--- src/rtl/sr_cmd_gen.sv ---
// Set/reset command front end: synchronise, debounce and edge-detect two raw buttons, then
// issue single-cycle s/r pulses with a lockout window. Define SR_CMD_PRIORITY_EN for reset priority.
module sr_cmd_gen #(
  parameter int DEBOUNCE_CYCLES = 4,
  parameter int LOCKOUT_CYCLES  = 2,
  parameter int CNT_W           = 8
) (
  input  logic clk,
  input  logic rst,
  input  logic set_btn,
  input  logic rst_btn,
  output logic s,
  output logic r,
  output logic busy,
  output logic conflict
);

  localparam logic [1:0] ST_IDLE    = 2'd0;
  localparam logic [1:0] ST_PULSE   = 2'd1;
  localparam logic [1:0] ST_LOCKOUT = 2'd2;

  localparam logic [CNT_W:0]   DB_LIM   = (CNT_W+1)'(DEBOUNCE_CYCLES);
  localparam logic [CNT_W:0]   LOCK_LIM = (CNT_W+1)'(LOCKOUT_CYCLES);
  localparam logic [CNT_W:0]   ONE_W    = (CNT_W+1)'(1);
  localparam logic [CNT_W-1:0] ONE_C    = CNT_W'(1);

  // Channel 0 carries the set request, channel 1 the reset request.
  logic [1:0]       btn_s;
  logic [1:0]       sync1_r;
  logic [1:0]       sync2_r;
  logic [1:0]       db_r;
  logic [1:0]       db_d_r;
  logic [CNT_W-1:0] db_cnt_r [2];
  logic [1:0]       req_s;

  logic [1:0]       state_r;
  logic [1:0]       state_s;
  logic [CNT_W-1:0] lock_cnt_r;
  logic [CNT_W-1:0] lock_cnt_s;
  logic             s_s;
  logic             r_s;
  logic             busy_s;
  logic             conflict_s;

  assign btn_s = {rst_btn, set_btn};
  assign req_s = db_r & ~db_d_r;

  // Two-flop synchronisers, debounce counters/levels and edge-delay registers
  always_ff @(posedge clk) begin
    if (rst) begin
      sync1_r <= 2'b00;
      sync2_r <= 2'b00;
      db_r    <= 2'b00;
      db_d_r  <= 2'b00;
      for (int i = 0; i < 2; i++) begin
        db_cnt_r[i] <= '0;
      end
    end else begin
      sync1_r <= btn_s;
      sync2_r <= sync1_r;
      db_d_r  <= db_r;
      for (int i = 0; i < 2; i++) begin
        if (sync2_r[i] == db_r[i]) begin
          db_cnt_r[i] <= '0;
        end else if (({1'b0, db_cnt_r[i]} + ONE_W) == DB_LIM) begin
          db_r[i]     <= sync2_r[i];
          db_cnt_r[i] <= '0;
        end else begin
          db_cnt_r[i] <= db_cnt_r[i] + ONE_C;
        end
      end
    end
  end

  // Command FSM next-state and next-output decode
  always_comb begin
    state_s    = state_r;
    lock_cnt_s = lock_cnt_r;
    s_s        = 1'b0;
    r_s        = 1'b0;
    conflict_s = 1'b0;
    case (state_r)
      ST_IDLE: begin
        if (req_s == 2'b11) begin
          conflict_s = 1'b1;
`ifdef SR_CMD_PRIORITY_EN
          r_s     = 1'b1;
          state_s = ST_PULSE;
`else
          state_s = ST_IDLE;
`endif
        end else if (req_s[0]) begin
          s_s     = 1'b1;
          state_s = ST_PULSE;
        end else if (req_s[1]) begin
          r_s     = 1'b1;
          state_s = ST_PULSE;
        end else begin
          state_s = ST_IDLE;
        end
      end
      ST_PULSE: begin
        lock_cnt_s = '0;
        if (LOCKOUT_CYCLES == 32'sd0) begin
          state_s = ST_IDLE;
        end else begin
          state_s = ST_LOCKOUT;
        end
      end
      ST_LOCKOUT: begin
        // Requests seen here are dropped: the edge pulse is gone by the time IDLE returns.
        if (({1'b0, lock_cnt_r} + ONE_W) == LOCK_LIM) begin
          lock_cnt_s = '0;
          state_s    = ST_IDLE;
        end else begin
          lock_cnt_s = lock_cnt_r + ONE_C;
          state_s    = ST_LOCKOUT;
        end
      end
      default: begin
        lock_cnt_s = '0;
        state_s    = ST_IDLE;
      end
    endcase
    busy_s = (state_s != ST_IDLE);
  end

  // FSM state and registered command outputs
  always_ff @(posedge clk) begin
    if (rst) begin
      state_r    <= ST_IDLE;
      lock_cnt_r <= '0;
      s          <= 1'b0;
      r          <= 1'b0;
      busy       <= 1'b0;
      conflict   <= 1'b0;
    end else begin
      state_r    <= state_s;
      lock_cnt_r <= lock_cnt_s;
      s          <= s_s;
      r          <= r_s & ~s_s;
      busy       <= busy_s;
      conflict   <= conflict_s;
    end
  end

endmodule

--- config.mk ---
export PLATFORM = sky130hd
export DESIGN_NAME = sr_cmd_gen
export DESIGN_NICKNAME = d
export VERILOG_FILES = /design/src/rtl/sr_cmd_gen.sv
export SDC_FILE = /design/constraint.sdc
export NUM_CORES = 1
export LEC_CHECK = 0
export ABC_CLOCK_PERIOD_IN_PS = 3800
export CORE_ASPECT_RATIO = 0.9
export CORE_MARGIN = 8
export CORE_UTILIZATION = 55
export DETAILED_ROUTE_END_ITERATION = 10
export MAX_ROUTING_LAYER = met4
export PLACE_DENSITY = 0.73
export SYNTH_ARGS = -nofsm -noshare
export SYNTH_HDL_FRONTEND = slang
export SYNTH_SLANG_ARGS = --single-unit
--- constraint.sdc ---
create_clock -name clk -period 3.8 [get_ports clk]
set_input_delay 0.76 -clock clk [delete_from_list [all_inputs] [get_ports clk]]
set_output_delay 0.76 -clock clk [all_outputs]
set_load 0.01 [all_outputs]
==> results.json, run 1 <==
{
  "status": "finished, final reports clean",
  "placed_area_mm2": 0.00206,
  "max_cap_viol_count": 0,
  "cts_resized": 0,
  "synth_top_cell_by_area": "edfxtp_1",
  "initial_core_util_pct": 56.9,
  "track_usage_pct": 13.0,
  "grt_pass1_wl_um": 5490,
  "r2r-end": "db_cnt_r[1][3]$_SDFFCE_PN0P_",
  "die_y_um": 71.7,
  "ys_top_cells_by_area": "edfxtp_1, dfxtp_1, xor2_1, ha_1, nor2_1",
  "yosys.area_share.simple_pct": 25.8,
  "drc": 0,
  "start_kind": "primary input",
  "r2r_setup_slack_ns": 1.88,
  "min_from": "sync1_r[1]$_SDFF_PP0_",
  "vias_per_cell": 5.20,
  "cpPeakStageDelay_ns": 0.62,
  "whs_ns": 0.443,
  "cp_max_fo": 14,
  "htreeDepth": 2,
  "routedWlPerCell_um": 12.6,
  "grt_pass1_vias": 1289,
  "grt-ovfl-total": 0,
  "clock_skew_ns": 0.00449,
  "yosysSeqAreaShare_pct": 48.6,
  "cp.required_ns": 4.00,
  "async_flop_share_pct": 0,
  "num_vias": 1316,
  "post-route-period-util_pct": 59.9,
  "holdPathEnd": "sync2_r[1]$_SDFF_PP0_",
  "p_leak_nw": 0.827,
  "synth_top_family_by_area": "simple AND/OR/NAND/NOR gates",
  "hold_path_class": "register to register",
  "rr_startpoint": "db_cnt_r[1][0]$_SDFFCE_PN0P_",
  "drive_above_1_share_pct": 10.0,
  "synth_compound_area_share_pct": 6.01,
  "ys.flop_type": "dfxtp_1",
  "reg2reg_depth": 6,
  "power.net_switching_mw": 0.176,
  "yosysWarnings": 0,
  "critical_path_class": "primary input to register",
  "synth_xor_area_share_pct": 8.78,
  "min_path_cells": 1,
  "synth_edf_count": 16,
  "cts-root-buf": "clkbuf_8",
  "clk_latency_ns": 0.29,
  "portBuffers": 7,
  "antenna_found_initial": 0,
  "routed_wl_um": 3200,
  "syn_area_per_cell_um2": 10.4,
  "regArea_um2": 921,
  "finish.instance_area_mm2": 0.00219,
  "sw_frac_of_total_pct": 21.1,
  "cpMaxStageDelayCell": "clkdlybuf4s50_1",
  "synthAdderAreaFrac_pct": 5.94,
  "p_clk_share_pct": 42.9,
  "path_clk_slew_ns": 0.08,
  "p_seq_share_pct": 53.3,
  "synthMuxAreaShare_pct": 2.44,
  "synth_seq_cells": 38,
  "core_area_mm2": 0.00333,
  "ctsLongestPathBuffers": 2,
  "slew_violations": 0,
  "end_kind": "register",
  "synth_most_common_cell": "nor2_1",
  "rows": 20,
  "ctsHoldBuffers": 0,
  "nNetsFinal": 221,
  "power_density_mw_per_mm2": 381,
  "fin_util_pct": 65.7,
  "final_cells": 253,
  "power.internal_mw": 0.658,
  "drt_first_pass_iters": 4,
  "finalCriticalPeriod_ns": 2.28,
  "cts_sinks": 38,
  "cp.arrival_ns": 2.48,
  "ant_nets": 0,
  "rsz0062_at_grt": "no",
  "post_cts_buffers": 0,
  "yosys-top-cells-count": "nor2_1, dfxtp_1, edfxtp_1",
  "placedCellCount": 245,
  "io_pins": 8,
  "tns_ns": 0,
  "cts_buffers": 5,
  "tritoncts": "done",
  "path_cells": "clkdlybuf4s50_1 > or2_2 > or3b_2 > o32ai_1",
  "peakVddDrop_v": 0.000349,
  "critPathLaunch": "rst",
  "routabilityCongestion": 0.865,
  "diodes": 0,
  "n_fill_cell": 260,
  "synth_top_area_share_pct": 25.4,
  "synthDistinctLibCells": 42,
  "syn-instance-count": 183,
  "dp_hpwl_um": 2240,
  "fmax_mhz": 439,
  "die_w_um": 77.9,
  "syn2layout_area_growth_pct": 15.5,
  "grt_max_degree": 16,
  "multi_input_area_um2": 987,
  "setup_viol_count_final": 0,
  "dieArea_mm2": 0.00558,
  "post_synth_instance_area_mm2": 0.00189,
  "share_comb_of_total_power_pct": 3.8,
  "finalHoldViolCount": 0,
  "drtIter0Drc": 77
}
## metal layers
layer,up-vias,GRT usage (%),routed length [um]
li1,672,-,-
met1,616,13.4,1410
met2,22,20.5,1610
met3,6,4.50,93
met4,0,8.79,83
met5,-,-,0
## logic make-up after synthesis
kind of cell / Yosys count
AO/OA/AOI/OAI: 16
adder cells (fa/ha/maj): 9
other: 1
buffers and inverters: 11
XOR/XNOR: 19
multiplexers: 4
AND/OR/NAND/NOR: 85
flip-flops: 38
## power by group through the flow
| stage | logic [mW] | registers [mW] | clock network [mW] |
|---|---|---|---|
| floorplan | 0.0242 | 0.451 | 0 |
| global placement | 0.0296 | 0.453 | 0 |
| detailed placement | 0.0310 | 0.453 | 0 |
| CTS | 0.0315 | 0.444 | 0.368 |
| global route | 0.0365 | 0.446 | 0.385 |
| finish | 0.0316 | 0.444 | 0.358 |
## sequential cells by signal, indices dropped and copies added, names as in the netlist, 2 cells and up
name        flops
lock_cnt_r      8
db_cnt_r       16
db_r            2
db_d_r          2
sync2_r         2
sync1_r         2
state_r         2
## placed cells by master (no fill, tap or decap), types with 2 or more instances in the layout
cell type        instances
nor2_1                  23
dfxtp_1                 22
edfxtp_1                16
conb_1                  16
xor2_1                  13
nand3_1                 11
nand2b_1                10
nor2b_1                  9
ha_1                     9
inv_1                    7
clkdlybuf4s50_1          7
xnor2_1                  6
nand4_1                  6
nand2_1                  5
clkbuf_8                 5
a21oi_1                  4
o22ai_1                  3
nor3_1                   3
or3b_2                   3
mux2i_1                  2
o21ai_0                  2
or3_1                    2
o32ai_1                  2
nor3b_1                  2
clkbuf_16                2
## critical path: cells and delay by family
| kind | cells | cell delay [ns] |
|---|---|---|
| buf+inv | 1 | 0.62 |
| simple gates | 2 | 0.98 |
| compound gates | 1 | 0.12 |
## stage by stage
stage	power [mW]	worst slack, ns
floorplan	0.475	2.08
global placement	0.482	1.27
detailed placement	0.484	1.20
CTS	0.844	1.51
global route	0.868	1.42
finish	0.834	1.52
## worst max-delay path by stage
stage	to	slack, ns	cells after the start
after floorplan	db_r[0]$_SDFFE_PP0N_	2.08	6
after global placement	lock_cnt_r[0]$_SDFFE_PP0P_	1.27	4
after detailed placement	lock_cnt_r[0]$_SDFFE_PP0P_	1.20	4
after CTS	lock_cnt_r[0]$_SDFFE_PP0P_	1.51	4
after global routing	lock_cnt_r[0]$_SDFFE_PP0P_	1.42	4
final	lock_cnt_r[1]$_SDFFE_PP0P_	1.52	4
## final cells by class
cell class              count  area share (%)
well taps                  44            2.52
inverters                   7            1.20
clock buffers               7            5.43
repair buffers              7            3.20
clock inverters             1           0.400
multi-input cells         149            45.1
flip-flops and latches     38            42.1
Note: power is estimated with default switching activity, not from simulation.
==> inputs of run 2 (changes only) <==
ABC_CLOCK_PERIOD_IN_PS = 2000   (was 3800)
CORE_UTILIZATION = 53   (was 55)
PLACE_DENSITY = 0.74   (was 0.73)
clock period = 2 ns   (was 3.8 ns; I/O delays follow)
==> run 2 against run 1 <==
Total power increased by 66%. Sequential share of layout area is 0.32 points higher. Cell count is 1.6% higher. Global-route usage decreased by 0.81 points. Worst setup slack lost 1.4 ns. Sequential power up 90%. Largest cell class unchanged. Largest power group unchanged.
==> results.json, run 2 (synthesis gave the netlist of run 1 again) <==
{
  "status": "finished, final reports clean",
  "post_cts_buffers": 0,
  "ctsHoldBuffers": 0,
  "critical_path_class": "register to register",
  "start_kind": "register",
  "power.total_mw": 1.39,
  "cts_sinks": 38,
  "cp_top_family": "simple AND/OR/NAND/NOR gates",
  "cpPeakStageDelay_ns": 0.47,
  "setup_viol_count_final": 0,
  "antenna_found_initial": 0,
  "initial_core_util_pct": 55.7,
  "whs_ns": 0.453,
  "cp_max_fo": 8,
  "drc": 0,
  "die_y_um": 72.7,
  "num_vias": 1318,
  "grt_max_degree": 16,
  "drt_first_pass_iters": 4,
  "finalHoldViolCount": 0,
  "path_buf_inv": 0,
  "routed_wl_um": 3000,
  "cp.depth": 6,
  "track_usage_pct": 12.1,
  "ant_nets": 0,
  "final_common_cell": "nor2_1",
  "path_cells": "ha_1 > nand4b_1 > nor3_1 > a21oi_1 > nor4b_2 > o32ai_1",
  "nNetsFinal": 225,
  "fmax_mhz": 535,
  "clk_latency_ns": 0.28,
  "cpMaxStageDelayCell": "dfxtp_1",
  "clock_skew_ns": 0.00365,
  "cp.required_ns": 2.14,
  "tns_ns": 0,
  "cts_resized": 0,
  "die_w_um": 79.0,
  "power_density_mw_per_mm2": 639,
  "dp_hpwl_um": 2340,
  "htreeDepth": 2,
  "rsz0062_at_grt": "no",
  "routedWlPerCell_um": 11.7,
  "path_clk_slew_ns": 0.07,
  "top_regs": "db_cnt_r (16), lock_cnt_r (8)",
  "routabilityCongestion": 0.860,
  "post-route-period-util_pct": 93.4,
  "portBuffers": 7,
  "vias_per_cell": 5.13,
  "end_kind": "register",
  "p_leak_nw": 0.825,
  "ctsLongestPathBuffers": 2,
  "drive_above_1_share_pct": 10.8,
  "grt_pass1_vias": 1310,
  "peakVddDrop_v": 0.000395,
  "hold_path_class": "register to register",
  "syn2layout_area_growth_pct": 14.6,
  "slew_violations": 0,
  "placed_area_mm2": 0.00208,
  "core_area_mm2": 0.00340,
  "cts_buffers": 5,
  "max_cap_viol_count": 0,
  "rows": 20,
  "cts-root-buf": "clkbuf_8",
  "finish.instance_area_mm2": 0.00217,
  "drtIter0Drc": 62,
  "reg2reg_depth": 6,
  "finalCriticalPeriod_ns": 1.87,
  "grt_pass1_wl_um": 5500,
  "cp.arrival_ns": 2.01,
  "min_path_cells": 1,
  "io_pins": 8,
  "largest-register": "db_cnt_r",
  "dieArea_mm2": 0.00575,
  "largest_reg_flops": 16,
  "final_cell_mix": "nor2_1, dfxtp_1, edfxtp_1, conb_1, xor2_1",
  "diodes": 0,
  "grt-ovfl-total": 0,
  "tritoncts": "done"
}
## run 2: report_power, final
| part | switching [mW] | internal, mW | total [mW] | leakage [nW] |
|---|---|---|---|---|
| clock network | 0.239 | 0.239 | 0.478 | 0.0426 |
| logic | 0.0364 | 0.0314 | 0.0678 | 0.439 |
| registers | 0.0165 | 0.825 | 0.842 | 0.343 |
## run 2: metal layers
metal	up-vias	GRT usage, %	routed length [um]
met5	-	-	0
met4	0	3.70	23
met3	4	4.43	115
met2	22	18.9	1460
met1	609	14.4	1410
li1	683	-	-
## run 2: path summary, 6_finish.rpt
| check | slack [ns] | end | start |
|---|---|---|---|
| worst max-delay path | 0.13 | busy$_SDFF_PP0_ | lock_cnt_r[0]$_SDFFE_PP0P_ |
| worst min-delay path | 0.45 | sync2_r[0]$_SDFF_PP0_ | sync1_r[0]$_SDFF_PP0_ |
| worst max register to register | 0.13 | busy$_SDFF_PP0_ | lock_cnt_r[0]$_SDFFE_PP0P_ |
| worst min register to register | 0.45 | sync2_r[0]$_SDFF_PP0_ | sync1_r[0]$_SDFF_PP0_ |
## run 2: stage by stage
step	util [%]	worst slack, ns	std cells
detailed placement	61.2	0.131	248
finish	63.8	0.132	257
CTS	63.6	0.131	256
global placement	61.2	0.203	248
floorplan	-	0.278	198
global route	63.8	0.0000318	257
## run 2: cell type report
| type | instances | area [um2] |
|---|---|---|
| multi-input cells | 149 | 987 |
| clock inverters | 2 | 8.76 |
| repair buffers | 11 | 100 |
| fillers | 292 | 1230 |
| inverters | 7 | 26.3 |
| clock buffers | 6 | 72.6 |
| flip-flops and latches | 38 | 921 |
| well taps | 44 | 55.1 |
==> inputs of run 3 (changes only) <==
--- a/constraint.sdc
+++ b/constraint.sdc
@@ -3,2 +3,2 @@
 set_output_delay 0.4 -clock clk [all_outputs]
-set_load 0.01 [all_outputs]
+set_load 0.1 [all_outputs]
==> run 3 against run 2 <==
Worst hold slack worse by 0.018 ns. Final area up 0.63%. Sequential power about the same. Wire length down 0.67%. Combinational power up 3.7%. Clock power about the same. Clock skew up 0.0045 ns. Clock-buffer cell count up 2. Sequential cell count unchanged. Via count up 0.61%. Highest routed layer unchanged. Critical endpoint is now db_cnt_r[1][3]$_SDFFCE_PN0P_. Cell count up 1.2%. Global-route usage down 0.42 points.
==> results.json, run 3 (synthesis gave the netlist of run 1 again) <==
{
  "status": "finished, final reports clean",
  "cp.arrival_ns": 1.91,
  "max_cap_viol_count": 0,
  "syn2layout_area_growth_pct": 15.3,
  "cp.required_ns": 2.02,
  "power.internal_mw": 1.11,
  "num_vias": 1326,
  "ant_nets": 0,
  "diodes": 0,
  "finalCriticalPeriod_ns": 1.89,
  "cp_max_fo": 6,
  "nNetsFinal": 228,
  "rows": 20,
  "tritoncts": "done",
  "tns_ns": 0,
  "regArea_um2": 921,
  "grt_pass1_vias": 1264,
  "n_fill_cell": 291,
  "drive_above_1_share_pct": 13.9,
  "wl_met3_um": 69,
  "routabilityCongestion": 0.824,
  "dieArea_mm2": 0.00575,
  "portBuffers": 7,
  "cts_buffers": 5,
  "setup_ws_ns": 0.109,
  "top_layer_used": "met4",
  "dp_hpwl_um": 2270,
  "cts-root-buf": "clkbuf_8",
  "fmax_mhz": 529,
  "grt_max_degree": 16,
  "grt-ovfl-total": 0,
  "dr_wl_met2_um": 1400,
  "placed_area_mm2": 0.00208,
  "power.net_switching_mw": 0.282,
  "routed_wl_um": 2980,
  "core_area_mm2": 0.00340,
  "drc": 0,
  "antenna_found_initial": 0,
  "sw_frac_of_total_pct": 20.3,
  "die_w_um": 79.0,
  "die_y_um": 72.7,
  "rsz0062_at_grt": "no",
  "io_pins": 8,
  "initial_core_util_pct": 55.7,
  "ctsHoldBuffers": 0,
  "power_density_mw_per_mm2": 635,
  "drt_first_pass_iters": 4,
  "largest-register": "db_cnt_r",
  "placedCellCount": 249,
  "setup_viol_count_final": 0,
  "ctsLongestPathBuffers": 2,
  "drtIter0Drc": 107,
  "wl_met1_um": 1470,
  "end_kind": "register",
  "multi_input_area_um2": 990,
  "clock_skew_ns": 0.00818,
  "cts_sinks": 38,
  "slew_violations": 0,
  "p_clk_share_pct": 34.2,
  "finalHoldViolCount": 0,
  "power.total_mw": 1.39,
  "track_usage_pct": 11.7,
  "share_comb_of_total_power_pct": 5.1,
  "p_leak_nw": 0.845,
  "peakVddDrop_v": 0.000524,
  "path_clk_slew_ns": 0.06,
  "grt_pass1_wl_um": 5350,
  "start_kind": "register",
  "top_regs": "db_cnt_r (16), lock_cnt_r (8)",
  "routedWlPerCell_um": 11.5,
  "clk_latency_ns": 0.28,
  "largest_reg_flops": 16,
  "hold_path_class": "register to register",
  "finish.instance_area_mm2": 0.00218,
  "final_cells": 260,
  "htreeDepth": 2,
  "final_cell_mix": "nor2_1, dfxtp_1, edfxtp_1, conb_1, xor2_1",
  "vias_per_cell": 5.10,
  "dpl_worst_slack_ns": 0.0969,
  "critical_path_class": "register to register",
  "p_seq_share_pct": 60.7,
  "post-route-period-util_pct": 94.6
}
run 3: cell type report:
type	count	area share [%]
inverters	7	1.20
multi-input cells	149	45.3
well taps	44	2.52
clock buffers	8	3.67
flip-flops and latches	38	42.2
repair buffers	14	5.15
run 3: through the flow:
| step | hold WS (ns) | util [%] |
|---|---|---|
| floorplan | 0.414 | - |
| global placement | 0.420 | 61.1 |
| detailed placement | 0.425 | 61.1 |
| CTS | 0.440 | 63.5 |
| global route | 0.450 | 64.2 |
| finish | 0.435 | 64.2 |
run 3: power by group through the flow:
stage	clock network, mW	logic [mW]	registers [mW]
5_1_grt	0.528	0.0798	0.844
3_5_place_dp	0	0.0652	0.860
6_report	0.475	0.0703	0.843
2_1_floorplan	0	0.0459	0.857
3_3_place_gp	0	0.0628	0.858
4_1_cts	0.493	0.0656	0.843
run 3: path summary, 6_finish.rpt:
path / end / slack, ns / cells past startpoint / from
worst max-delay path: db_cnt_r[1][3]$_SDFFCE_PN0P_ / 0.11 / 6 / db_cnt_r[1][0]$_SDFFCE_PN0P_
worst min-delay path: sync2_r[1]$_SDFF_PP0_ / 0.44 / 1 / sync1_r[1]$_SDFF_PP0_
worst max register to register: db_cnt_r[1][3]$_SDFFCE_PN0P_ / 0.11 / 6 / db_cnt_r[1][0]$_SDFFCE_PN0P_
worst min register to register: sync2_r[1]$_SDFF_PP0_ / 0.44 / 1 / sync1_r[1]$_SDFF_PP0_
run 3: routing by layer:
metal	up-vias	GRT usage (%)
met1	616	14.3
met3	4	2.96
li1	688	-
met5	-	-
met2	18	17.8
met4	0	5.54
run 3: critical path, cell delays in order (launching register included):
cell	delay, ns
edfxtp_1	0.44
buf_4	0.17
and4_1	0.23
a211o_1	0.29
o21ai_1	0.12
a41o_1	0.31
nor2_1	0.08
run 3: repair_timing:
| action | CTS | global route |
|---|---|---|
| setup buffers | 0 | 3 |
| resized for setup | 0 | 1 |
| setup endpoints to repair | 0 | 6 |
==> variant 1: new RTL, config.mk and constraints of run 2 <==
Add a define of `SR_CMD_PRIORITY_EN`.
--- a/src/rtl/sr_cmd_gen.sv
+++ b/src/rtl/sr_cmd_gen.sv
@@ -1,4 +1,6 @@
 // Set/reset command front end: synchronise, debounce and edge-detect two raw buttons, then
 // issue single-cycle s/r pulses with a lockout window. Define SR_CMD_PRIORITY_EN for reset priority.
+`define SR_CMD_PRIORITY_EN
+
 module sr_cmd_gen #(
   parameter int DEBOUNCE_CYCLES = 4,
Formal check against the unedited RTL: not equivalent (Yosys sat finds a counterexample within 10 cycles, from zero or initial values and one cycle with rst high).
==> variant 1 against run 2 <==
  * Worst setup slack worse by 0.040 ns
  * Routed wire length down 2.7%
  * Design area down 0.69%
  * Sequential cell count unchanged
  * Area after synthesis down 2.9%
  * Combinational power down 1%
  * Total power up 7.2%
  * Clock power up 21%
==> variant 1: results (changes against run 2) <==
[placement]
port-buffer-count = 7  ; unchanged
place.gp.congestion = 0.781  ; -9.2%
place_inst = 247  ; -0.40%
place_hpwl_um = 2240  ; -4.4%

[logic_synthesis]
ys_top_cells_by_area = edfxtp_1 (26%), dfxtp_1 (24%), xor2_1 (5.7%)
yosys_most_used_dff = dfxtp_1
synth_seq_area_share = 0.501  ; +0.0146
syn_inst = 178  ; -2.7%
synthDominantCellAreaShare = 0.261  ; +0.00759
ys_top_cells_by_count = dfxtp_1 (22), nor2_1 (20), edfxtp_1 (16), nand3_1 (12), xor2_1 (12)
ys_warn_count = 0  ; unchanged
synth_cell_types = 46  ; +9.5%

[pwr]
power_switching_share = 0.206  ; -0.00393
power_frac_clock = 0.388  ; +0.044
pg_comb_w = 0.0000671  ; -1%
p_leak_nw = 0.807  ; -2.2%
ir_worst_vdd_uv = 477  ; +21%

[final_layout]
fin_nets = 220  ; -2.2%
fillers = 283  ; -3.1%
drive_gt1_frac = 0.0995  ; -0.00846

[global_route]
grt_antenna_before_repair = 0  ; unchanged
grt_pass1_wl_um = 5050  ; -8.2%
track_usage = 0.114  ; -0.00772
grt_pass1_vias = 1247  ; -4.8%
grt_max_degree = 17  ; +1

[setup_path]
cp_max_fo = 5  ; -3
worstPathArrival_ns = 2.08  ; +0.07 ns
crit_slowest_cell = edfxtp_1
slowest_delay_ns = 0.40  ; -0.07 ns

[cts]
cts_made_buffers = 5  ; unchanged
ctsResizeCount = 0  ; unchanged
cts.path.max_buffers = 2  ; unchanged

[detailed_routing]
routed_wl_um = 2920  ; -2.7%
first_iter_violations = 54  ; -13%
wire_per_inst_um = 11.5  ; -1.9%
num_vias = 1304  ; -1.1%

[sta]
finalClockSkew_ns = 0.00656  ; +0.00291 ns

[outcome]
status = completed

variant 1: final timing paths:
kind / start / end / slack, ns / cells after the start
hold reg to reg: sync1_r[1] / sync2_r[1] / 0.45 / 1
hold / removal: sync1_r[1] / sync2_r[1] / 0.45 / 1
setup / recovery: db_cnt_r[1][1] / db_r[1] / 0.09 / 6
setup reg to reg: db_cnt_r[1][1] / db_r[1] / 0.09 / 6
variant 1: logic make-up (layout without fill, tap and decap cells):
group | Yosys count | in the layout | synth area share
xor gates and xnor gates | 18 | 18 | 0.0857
other | 1 | 16 | 0.00204
AOI/OAI and AO/OA | 25 | 25 | 0.100
muxes | 1 | 1 | 0.00816
and+or+nand+nor | 81 | 81 | 0.244
DFF | 38 | 38 | 0.501
adders and majority gates | 6 | 6 | 0.0408
buffers and inverters | 8 | 26 | 0.0184
variant 1: final cells by class:
cell class | count | share of cell area
multi-input cells | 147 | 0.436
flip-flops and latches | 38 | 0.427
repair buffers | 14 | 0.0569
clock buffers | 8 | 0.0470
well taps | 44 | 0.0255
inverters | 4 | 0.00696
variant 1: through the flow:
stage,setup slack (ns),util,hold WS (ns),total power [W],area [µm²]
finish,0.0919,0.643,0.450,0.00149,2160
global route,0.00107,0.643,0.476,0.00155,2160
CTS,0.0862,0.643,0.452,0.00150,2160
detailed placement,0.0941,0.613,0.436,0.000927,2050
global placement,0.140,0.613,0.425,0.000924,2050
floorplan,0.197,-,0.414,0.000904,1900
variant 1: metal layers:
layer / track usage / wire [µm] / vias up
met1: 0.118 / 1360 / 606
li1: - / - / 685
met3: 0.0338 / 61 / 2
met5: - / 0 / -
met4: 0.0554 / 23 / 0
met2: 0.193 / 1480 / 11
==> variant 2: new RTL, flow settings as in run 2 <==
Without the edit above. Make the reset (`rst`) asynchronous in 2 clocked blocks.
--- a/src/rtl/sr_cmd_gen.sv
+++ b/src/rtl/sr_cmd_gen.sv
@@ -47,5 +47,5 @@
 
   // Two-flop synchronisers, debounce counters/levels and edge-delay registers
-  always_ff @(posedge clk) begin
+  always_ff @(posedge clk or posedge rst) begin
     if (rst) begin
       sync1_r <= 2'b00;
@@ -127,5 +127,5 @@
 
   // FSM state and registered command outputs
-  always_ff @(posedge clk) begin
+  always_ff @(posedge clk or posedge rst) begin
     if (rst) begin
       state_r    <= ST_IDLE;
Formal check against the unedited RTL: differs if rst is asserted again (counterexample within 10 cycles, from zero or initial values and one cycle with rst high); with rst held inactive, the same outputs for 10 cycles.
==> variant 2 against run 2 <==
  * Routed wire length rose by 9.5%
  * Via count fell by 0.53%
  * Design area fell by 3.9%
  * Hold slack worse by 0.10 ns
  * Area after synthesis increased by 0.73%
  * Clock skew down 0.00081 ns
  * Critical path type unchanged
  * Worst setup slack improved by 0.10 ns
  * Cell count decreased by 8.6%
  * Global-route usage up 1.2 points
  * Sequential cell count stayed put
  * Fmax is 5.8% higher
Power is not compared: it rests on default switching activity, and its combinational part moved more than twofold at a synthesized area within 25%.
==> variant 2: results (changes against run 2) <==
[final_layout]
reg_top3 = db_cnt_r: 16 flops, lock_cnt_r: 8 flops
diodes = 0  ; unchanged
drive_gt1_frac = 0.0890  ; -0.0190
fillers = 293  ; +0.34%
fin_nets = 204  ; -9.3%

[cts]
cts.path.max_buffers = 2  ; unchanged
clock_latency_ns = 0.28  ; about the same
postCtsSetupBuffers = 0  ; unchanged
clk_pin_slew_ns = 0.07  ; about the same
cts_hold_buf = 0  ; unchanged
cts_root_buffer = clkbuf_8
ctsResizeCount = 0  ; unchanged
h-tree-depth = 2  ; unchanged
cts_made_buffers = 5  ; unchanged

[logic_synthesis]
async_flop_share = 1.00  ; +1.00
synth_seq_area_share = 0.498  ; +0.0122
ys_top_cells_by_count = dfrtp_1 (38), nor2_1 (26), xnor2_1 (12), nand3_1 (10)
synth_cell_types = 46  ; +9.5%
ys_warn_count = 0  ; unchanged
ys_top_cells_by_area = dfrtp_1 (50%), ha_1 (5.9%), xnor2_1 (5.5%)

[pwr]
ir_worst_vdd_uv = 715
p_leak_nw = 0.928

[detailed_routing]
first_iter_violations = 44  ; -29%
drt_pass1_iterations = 4  ; unchanged
via_per_inst = 5.58  ; +8.8%
wire_per_inst_um = 14.0  ; +20%

[global_route]
grt_antenna_before_repair = 0  ; unchanged
grt_max_degree = 39  ; +23
grt_pass1_wl_um = 5890  ; +7.0%
track_usage = 0.133  ; +0.0116
grt_pass1_vias = 1319  ; +0.69%

[hold_path]
hold_class = flop to flop

[placement]
port-buffer-count = 7  ; unchanged
place.gp.congestion = 0.847  ; -1.5%
dpl_cell_area_mm2 = 0.00201  ; -3.5%
place_hpwl_um = 2380  ; +1.9%

[setup_path]
worstPathArrival_ns = 1.93  ; -0.08 ns
cp_max_fo = 7  ; -1

[sta]
slew_headroom = 0.681
finalClockSkew_ns = 0.00284  ; -0.000807 ns
setup_viol = 0  ; unchanged

[outcome]
status = completed

==> variant 2: metrics by stage <==
stage	setup WS [ns]	utilization	cells	power [W]	hold WS (ns)
2_1_floorplan	0.343	-	182	0.00147	0.331
3_3_place_gp	0.300	0.590	228	0.00160	0.333
3_5_place_dp	0.240	0.590	228	0.00164	0.337
4_1_cts	0.220	0.613	235	0.00213	0.353
5_1_grt	0.0903	0.613	235	0.00226	0.354
6_report	0.235	0.613	235	0.00210	0.351
==> variant 2: final timing paths <==
check	from	endpoint	slack [ns]	cells past startpoint
setup / recovery	lock_cnt_r[0]	busy	0.24	6
min in group asynchronous	rst	db_cnt_r[2]	0.53	3
max in group asynchronous	rst	db_cnt_r[10]	1.14	3
setup reg to reg	lock_cnt_r[0]	busy	0.24	6
hold reg to reg	sync1_r[1]	sync2_r[1]	0.35	0
hold / removal	sync1_r[1]	sync2_r[1]	0.35	0
==> variant 2: worst max-delay path: stages (launching register included) <==
cell	delay, ns
dfrtp_1	0.43
ha_1	0.32
and3b_2	0.22
nor3_1	0.05
o21a_1	0.20
nor4_2	0.29
o22ai_1	0.14
==> variant 2: layout make-up <==
type	count	area, µm²	share of cell area
clock buffer	5	68.8	0.0330
clock inverter	2	10.0	0.00480
inverter	9	33.8	0.0162
multi-input combinational	128	883	0.423
sequential	38	951	0.456
tap	44	55.1	0.0264
timing repair buffer	9	85.1	0.0408
==> variant 2: layer usage <==
layer / global-route usage / share of wire / up-vias
li1: - / - / 645
met4: 0.0595 / 0.019 / 0
met1: 0.149 / 0.46 / 640
met2: 0.212 / 0.49 / 19
met3: 0.0443 / 0.031 / 7
met5: - / 0 / -
==> variant 2: logic make-up after synthesis <==
group           Yosys count  share of synthesized area
flops                    38                      0.498
simple gates             79                      0.228
fa+ha+maj                 9                     0.0590
mux                       2                     0.0118
xor+xnor                 21                     0.0964
compound gates           17                     0.0682
buf+inv                  16                     0.0387
==> variant 2: power by group <==
group          total, W  internal, W  switching [W]
sequential      0.00107     0.000905       0.000165
clock          0.000482     0.000234       0.000249
combinational  0.000553     0.000258       0.000294
